**src/rtl/ttl_pkg.sv**
```systemverilog
// Shared types and elaboration helpers for the ttl_counter family.
package ttl_pkg;

   typedef enum logic {
      DIR_DOWN = 1'b0,
      DIR_UP   = 1'b1
   } dir_e;

   // Number of bits needed to hold values 0..v-1; used to validate MODULUS against WIDTH.
   function automatic int ttl_clog2(input longint unsigned v);
      int r;
      r = 0;
      for (int i = 0; i < 63; i++) begin
         if ((64'd1 << i) < v) begin
            r = i + 1;
         end else begin
            r = r;
         end
      end
      return r;
   endfunction

endpackage

```
**src/rtl/ttl_counter_next.sv**
```systemverilog
// Combinational next-count, terminal detection and wrap detection for ttl_counter_n.
module ttl_counter_next
   import ttl_pkg::*;
#(
   parameter int WIDTH = 8
) (
   input  logic [WIDTH-1:0] q_i,
   input  dir_e             up_i,
   input  logic             stop_i,
   input  logic [WIDTH:0]   modulus_i,
   output logic [WIDTH-1:0] next_o,
   output logic             at_terminal_o,
   output logic             wrap_event_o
);

   logic [WIDTH-1:0] term_max_s;

   // modulus = 2**WIDTH truncates to all ones here, which is the right top value
   assign term_max_s = WIDTH'(modulus_i - (WIDTH+1)'(1));

   // Out-of-range values at or above the top count as terminal when counting up.
   always_comb begin
      at_terminal_o = 1'b0;
      next_o        = q_i;
      wrap_event_o  = 1'b0;
      if (up_i == DIR_UP) begin
         at_terminal_o = (q_i >= term_max_s);
      end else begin
         at_terminal_o = (q_i == {WIDTH{1'b0}});
      end
      if (!at_terminal_o) begin
         next_o = (up_i == DIR_UP) ? (q_i + WIDTH'(1)) : (q_i - WIDTH'(1));
      end else if (stop_i) begin
         next_o = q_i;
      end else begin
         next_o       = (up_i == DIR_UP) ? {WIDTH{1'b0}} : term_max_s;
         wrap_event_o = 1'b1;
      end
   end

endmodule

```
**src/rtl/ttl_counter_n.sv**
```systemverilog
// Parametrised cascadable binary counter with clear, load, up/down, stop-at-terminal and wrap pulse.
module ttl_counter_n
   import ttl_pkg::*;
#(
   parameter int              WIDTH   = 8,
   parameter longint unsigned MODULUS = 64'd1 << WIDTH
) (
   input  logic             CLK,
   input  logic             CLRB,
   input  logic             SRB,
   input  logic             LOADB,
   input  logic [WIDTH-1:0] D,
   input  logic             ENP,
   input  logic             ENT,
   input  logic             UP,
   input  logic             STOP,
   output logic [WIDTH-1:0] Q,
   output logic             CO,
   output logic             WRAP
);

   localparam logic [WIDTH:0] MOD_W = (WIDTH+1)'(MODULUS);

   if (WIDTH < 1 || WIDTH > 32) begin : g_bad_width
      $error("ttl_counter_n: WIDTH must be 1..32");
   end
   if (MODULUS < 64'd2 || ttl_clog2(MODULUS) > WIDTH) begin : g_bad_modulus
      $error("ttl_counter_n: MODULUS must be within 2..2**WIDTH");
   end

   logic [WIDTH-1:0] q_q, q_d;
   logic             wrap_q, wrap_d;
   logic [WIDTH-1:0] next_s;
   logic             at_terminal_s;
   logic             wrap_event_s;

   ttl_counter_next #(.WIDTH(WIDTH)) u_next (
      .q_i          (q_q),
      .up_i         (dir_e'(UP)),
      .stop_i       (STOP),
      .modulus_i    (MOD_W),
      .next_o       (next_s),
      .at_terminal_o(at_terminal_s),
      .wrap_event_o (wrap_event_s)
   );

   // Clear beats load beats count; WRAP only pulses on an enabled wrapping count.
   always_comb begin
      q_d    = q_q;
      wrap_d = 1'b0;
      if (!SRB) begin
         q_d = {WIDTH{1'b0}};
      end else if (!LOADB) begin
         q_d = D;
      end else if (ENP && ENT) begin
         q_d    = next_s;
         wrap_d = wrap_event_s;
      end else begin
         q_d = q_q;
      end
   end

   // Count and wrap registers, asynchronously cleared by CLRB.
   always_ff @(posedge CLK or negedge CLRB) begin
      if (!CLRB) begin
         q_q    <= {WIDTH{1'b0}};
         wrap_q <= 1'b0;
      end else begin
         q_q    <= q_d;
         wrap_q <= wrap_d;
      end
   end

   assign Q    = q_q;
   assign WRAP = wrap_q;
   // CO is the only combinational path; it carries the cascade ripple.
   assign CO   = ENT & at_terminal_s;

endmodule
```
**config.mk**
```make
export PLATFORM = sky130hd
export DESIGN_NAME = ttl_counter_n
export DESIGN_NICKNAME = d
export VERILOG_FILES = /design/src/rtl/ttl_pkg.sv /design/src/rtl/ttl_counter_next.sv /design/src/rtl/ttl_counter_n.sv
export SDC_FILE = /design/constraint.sdc
export NUM_CORES = 1
export LEC_CHECK = 0
export CORE_MARGIN = 2
export CORE_UTILIZATION = 35
export CTS_BUF_LIST = sky130_fd_sc_hd__clkbuf_2 sky130_fd_sc_hd__clkbuf_4 sky130_fd_sc_hd__clkbuf_8
export CTS_CLUSTER_SIZE = 28
export DETAILED_ROUTE_END_ITERATION = 8
export PLACE_DENSITY = 0.62
export SETUP_SLACK_MARGIN = 0.1
export SLEW_MARGIN = 15
export SYNTH_ARGS = -nofsm -noshare
export SYNTH_HDL_FRONTEND = slang
export SYNTH_HIERARCHICAL = 1
export SYNTH_SLANG_ARGS = --single-unit
export TNS_END_PERCENT = 5
```
**constraint.sdc**
```tcl
create_clock -name CLK -period 2.3 [get_ports CLK]
set_input_delay 0.23 -clock CLK [delete_from_list [all_inputs] [get_ports CLK]]
set_output_delay 0.23 -clock CLK [all_outputs]
set_load 0.01 [all_outputs]
```
==> flow_metrics.env <==
export IMPL_critical_path_class="reg -> reg"
export IMPL_die_y_um=63.88
export IMPL_hold_viol=0
export IMPL_antenna_left=0
export IMPL_clock_sinks=9
export IMPL_vias=1269
export IMPL_cp_data_required_time_ns=2.45
export IMPL_clk_latency_ns=0.26
export IMPL_antennaDiodeCount=0
export IMPL_use_met3_pct=1.408
export IMPL_fin_worst_skew_ns=0.003126
export IMPL_grt_max_degree=11
export IMPL_maxCapViolCount=0
export IMPL_clk_pin_slew_ns=0.06
export IMPL_synthCells=142
export IMPL_wl_um=3379
export IMPL_dr_pass1_iters=4
export IMPL_hpwl_um=2826
export IMPL_peakVddDrop_v=0.0001322
export IMPL_antenna_found_initial=0
export IMPL_first_iter_violations=61
export IMPL_cts_buffers=3
export IMPL_row_count=21
export IMPL_post_route_worst_setup_slack_ns=0.05714
export IMPL_htreeDepth=1
export IMPL_drv_slew=0
export IMPL_portBuffers=25
export IMPL_arrival_ns=2.39
export IMPL_rsz0062_at_grt="true"
export IMPL_p_per_area_mw_per_mm2=582.4
export IMPL_wire_per_inst_um=13.41
export IMPL_grt_first_pass_wirelength_um=5975
export IMPL_syn_to_final_growth_pct=46.66
export IMPL_startpoint_type="flop"
export IMPL_drive_gt1_share_pct=20.39
export IMPL_post_dp_cell_area_sq_mm=0.001725
export IMPL_final_nets=239
export IMPL_setup_viol=0
export IMPL_min_delay_path_class="in -> async"
export IMPL_ioPinCount=26
export IMPL_fin_area_sq_mm=0.001841
export IMPL_max_freq_mhz=445.9
export IMPL_cts_tree="done"
export IMPL_synth_area_per_cell_sq_um=8.838
export IMPL_busiest_layer="met2"
export IMPL_period_share_pct=97.52
export IMPL_grt_pass1_vias=1264
export IMPL_route_detailed_drc=0
export IMPL_met2_usage_pct=33.20
export IMPL_grt_remaining_overflow=0
export IMPL_period_needed_ns=2.243
export IMPL_routabilityCongestion=0.8164
export IMPL_cp_end_kind="flop"
export IMPL_ys_warn_count=6
export IMPL_post_place_ws_ns=-0.2004
export IMPL_leakagePower_nw=0.8589
export IMPL_path_max_fanout=7
export IMPL_clock_path_buffers=2
export IMPL_vias_per_cell=5.036
export IMPL_cts_root_buf="clkbuf_4"
export IMPL_die_area_sq_mm=0.004081
export IMPL_use_met1_pct=22.52
export IMPL_ctsHoldBuffers=0
export IMPL_grt_util_all_layers_pct=18.05
export IMPL_die_x_um=63.88
export IMPL_core_area_sq_mm=0.003390
export IMPL_syn_cell_area_sq_mm=0.001255
export IMPL_status="complete, no violations"
export IMPL_start_util_pct=37.02
[metrics by stage]
step	utilization (%)	TNS [ns]	total power, W	std cells	hold slack [ns]
global route	54.30	-0.09923	0.001160	252	0.2876
CTS	53.34	0	0.001032	252	0.2661
detailed placement	50.90	-0.6684	0.0008527	246	0.5539
global placement	50.90	-0.5012	0.0008316	246	0.5421
floorplan	-	0	0.0006135	164	-0.06559
finish	54.30	0	0.001072	252	0.2586
[registers in the layout, indices dropped and copies added, names as in the netlist]
name,count
Q,8
WRAP,1
[metal layers]
layer | wire (um) | vias to the layer above
li1 | - | 630
met1 | 1498 | 609
met2 | 1765 | 28
met3 | 92 | 2
met4 | 22 | 0
met5 | 0 | -
[final timing paths]
path / from / to / slack [ns] / cells past startpoint
setup / recovery: Q[5]$_DFFE_PN0P_ / Q[0]$_DFFE_PN0P_ / 0.06 / 10
hold / removal: CLRB / Q[4]$_DFFE_PN0P_ / 0.26 / 1
setup reg to reg: Q[5]$_DFFE_PN0P_ / Q[0]$_DFFE_PN0P_ / 0.06 / 10
hold reg to reg: Q[3]$_DFFE_PN0P_ / Q[3]$_DFFE_PN0P_ / 0.69 / 1
max in group asynchronous: CLRB / Q[3]$_DFFE_PN0P_ / 1.76 / 1
min in group CLK: Q[3]$_DFFE_PN0P_ / Q[3]$_DFFE_PN0P_ / 0.69 / 1
[critical path, cell delays in order (launching register included)]
cell,delay [ns]
dfrtp_1,0.45
ha_1,0.33
o2111a_1,0.15
a211oi_2,0.24
a211oi_4,0.09
buf_6,0.13
buf_6,0.12
o211a_1,0.21
mux2i_1,0.14
a21oi_1,0.06
a22o_1,0.21
[where the power goes]
| group | leakage (nW) | internal [W] | total, W | switching [W] |
|---|---|---|---|---|
| Clock | 0.0184 | 0.0000788 | 0.000136 | 0.0000577 |
| Combinational | 0.723 | 0.000382 | 0.000707 | 0.000325 |
| Sequential | 0.118 | 0.000183 | 0.000228 | 0.0000451 |
| Total | 0.859 | 0.000644 | 0.00107 | 0.000428 |
[timing repair]
action | CTS | global route
setup buffers | 2 | 0
pin swaps | 5 | 1
resized for setup | 8 | 11
gates cloned | 0 | 0
endpoints found under the setup margin | 5 | 9
[placed cells by master (no fill, tap or decap), types with 3 or more instances in the layout]
cell / n
a21oi_1: 15
a21oi_2: 3
a22o_1: 8
a2bb2oi_1: 4
buf_4: 17
buf_6: 3
clkbuf_4: 4
clkdlybuf4s50_1: 24
conb_1: 23
dfrtp_1: 9
ha_1: 13
inv_1: 4
mux2i_1: 12
nand2_1: 10
nor2_1: 5
o211ai_1: 3
o21a_1: 3
o21ai_0: 3
xnor2_1: 10
xor2_1: 3
[final cells by class]
cell class              instances  area (sq um)
clock buffers                   4         30.03
fillers                       327          1549
inverters                       6         22.52
multi-input cells             142          1099
flip-flops and latches          9         225.2
well taps                      46         57.56
repair buffers                 45         406.6
Power figures use the tool's default switching activity.
==> RTL edit, RTL diff (config.mk and constraints unchanged) <==
`WIDTH` is set to 8 in 2 places; all go to 7.
--- a/src/rtl/ttl_counter_next.sv
+++ b/src/rtl/ttl_counter_next.sv
@@ -4,3 +4,3 @@
 #(
-   parameter int WIDTH = 8
+   parameter int WIDTH = 7
 ) (
--- a/src/rtl/ttl_counter_n.sv
+++ b/src/rtl/ttl_counter_n.sv
@@ -4,3 +4,3 @@
 #(
-   parameter int              WIDTH   = 8,
+   parameter int              WIDTH   = 7,
    parameter longint unsigned MODULUS = 64'd1 << WIDTH
Ports: changed (resized D and Q); port bits go from 26 to 24. The function was not compared with the original's and may differ.
==> RTL edit against the original RTL <==
Synthesized cell count down 8.5%. Final area down 8.4%. Power down 17%. Setup slack better by 0.094 ns. Via count down 13%. Sequential share of layout area down 0.061 points. Fmax up 4.4%. Routed wire length down 8.6%. Sequential power down 17%. Sequential cell count down 1. Synthesized area down 7.1%. Largest cell class unchanged. Highest routed layer unchanged.
==> RTL edit: results (changes against the original RTL) <==
[logic_synthesis]
yosys_warnings=6  ; unchanged
synth_cells=130  ; -8.5%

[power]
max-vdd-ir-drop_v=0.000262  ; +98%
p_leak_nw=0.802  ; -6.7%

[final_layout]
design.final.nets=216  ; -9.6%
final_cell_count_no_fill=229  ; -9.1%
insertedDiodeCount=0  ; unchanged
fillers=307  ; -6.1%
drive_gt1_frac=0.238  ; +0.0340
largest_reg_flops=7  ; -1

[clock_network]
cts_made_buffers=3  ; unchanged
htree_levels=1  ; unchanged
worst_skew_pair.late_latency_ns=0.25
cts.reportedPaths.clkPinSlew_ns=0.05
root_buffer=sky130_fd_sc_hd__clkbuf_4
clock_tree.buffer_depth=2  ; unchanged

[global_route]
grt_antenna_before_repair=0  ; unchanged
global_route_total_usage_across_every_layer=0.167  ; -0.0136
grt_pass1_wl_microns=4800  ; -20%
grt_pass1_vias=1062  ; -16%
grt_max_degree=16  ; +5

[critical_path]
path_delay_family=compound AO/OA/AOI/OAI gates
critical_path_s_largest_stage_delay_ns=0.44
critical-path-slowest-cell=sky130_fd_sc_hd__dfrtp_2
worstPathArrival_ns=2.29  ; -0.10 ns
max_fo_critical_path=6  ; -1

[placed_design]
finalWeightedCongestion=0.797  ; -2.4%
post_dp_cell_area_sq_um=1590  ; -8.1%
post-place-ws_ns=-0.180  ; +0.0204 ns
io_buffers=23  ; -8.0%
detailed_place_hpwl_microns=2470  ; -13%

[sta]
finClkSkew_ns=0.000855  ; -0.00227 ns
worst-slew-pin-transition_ns=0.515

[status]
outcome=finished clean

[routing]
drcViolationCount=0  ; unchanged
drt_iter0_markers=43  ; -30%
routed_wire_length_per_instance_microns=13.5  ; +0.57%
routed_via_density=4.84  ; -3.8%

[worst_hold_path]
hold_path.class=in2async

-- RTL edit: final cells by class --
type	instances	area (sq um)	share of cell area
clock buffer	3	22.5	0.0134
inverter	5	21.3	0.0126
multi-input combinational	128	1000	0.595
sequential	8	205	0.122
tap	44	55.1	0.0327
timing repair buffer	41	379	0.225
-- RTL edit: repair_timing --
item	4_1_cts	5_1_grt
setup endpoints to repair	2	5
pin swaps	2	6
setup buffers	3	1
gates resized for setup	4	10
-- RTL edit: worst paths after layout --
kind                                  start  slack, ns                to  cells after the start
max                        Q[0]$_DFFE_PN0P_       0.15  Q[6]$_DFFE_PN0P_                     10
min                                    CLRB       0.26    WRAP$_DFF_PN0_                      1
max reg2reg                Q[0]$_DFFE_PN0P_       0.15  Q[6]$_DFFE_PN0P_                     10
min reg2reg                Q[5]$_DFFE_PN0P_       0.66  Q[5]$_DFFE_PN0P_                      2
max in group asynchronous              CLRB       1.76  Q[5]$_DFFE_PN0P_                      1
min in group CLK           Q[5]$_DFFE_PN0P_       0.66  Q[5]$_DFFE_PN0P_                      2
-- RTL edit: power by group --
part | switching, mW | total [mW] | internal (mW)
Sequential | 0.0262 | 0.189 | 0.162
Clock | 0.0461 | 0.106 | 0.0596
Combinational | 0.277 | 0.598 | 0.321
Total | 0.349 | 0.892 | 0.543
-- RTL edit: metal layers --
metal | global-route usage | vias to the layer above | share of wire
li1 | - | 568 | -
met1 | 0.218 | 509 | 0.44
met2 | 0.308 | 26 | 0.51
met3 | 0.0207 | 6 | 0.033
met4 | 0.00912 | 0 | 0.0087
met5 | 0 | - | 0
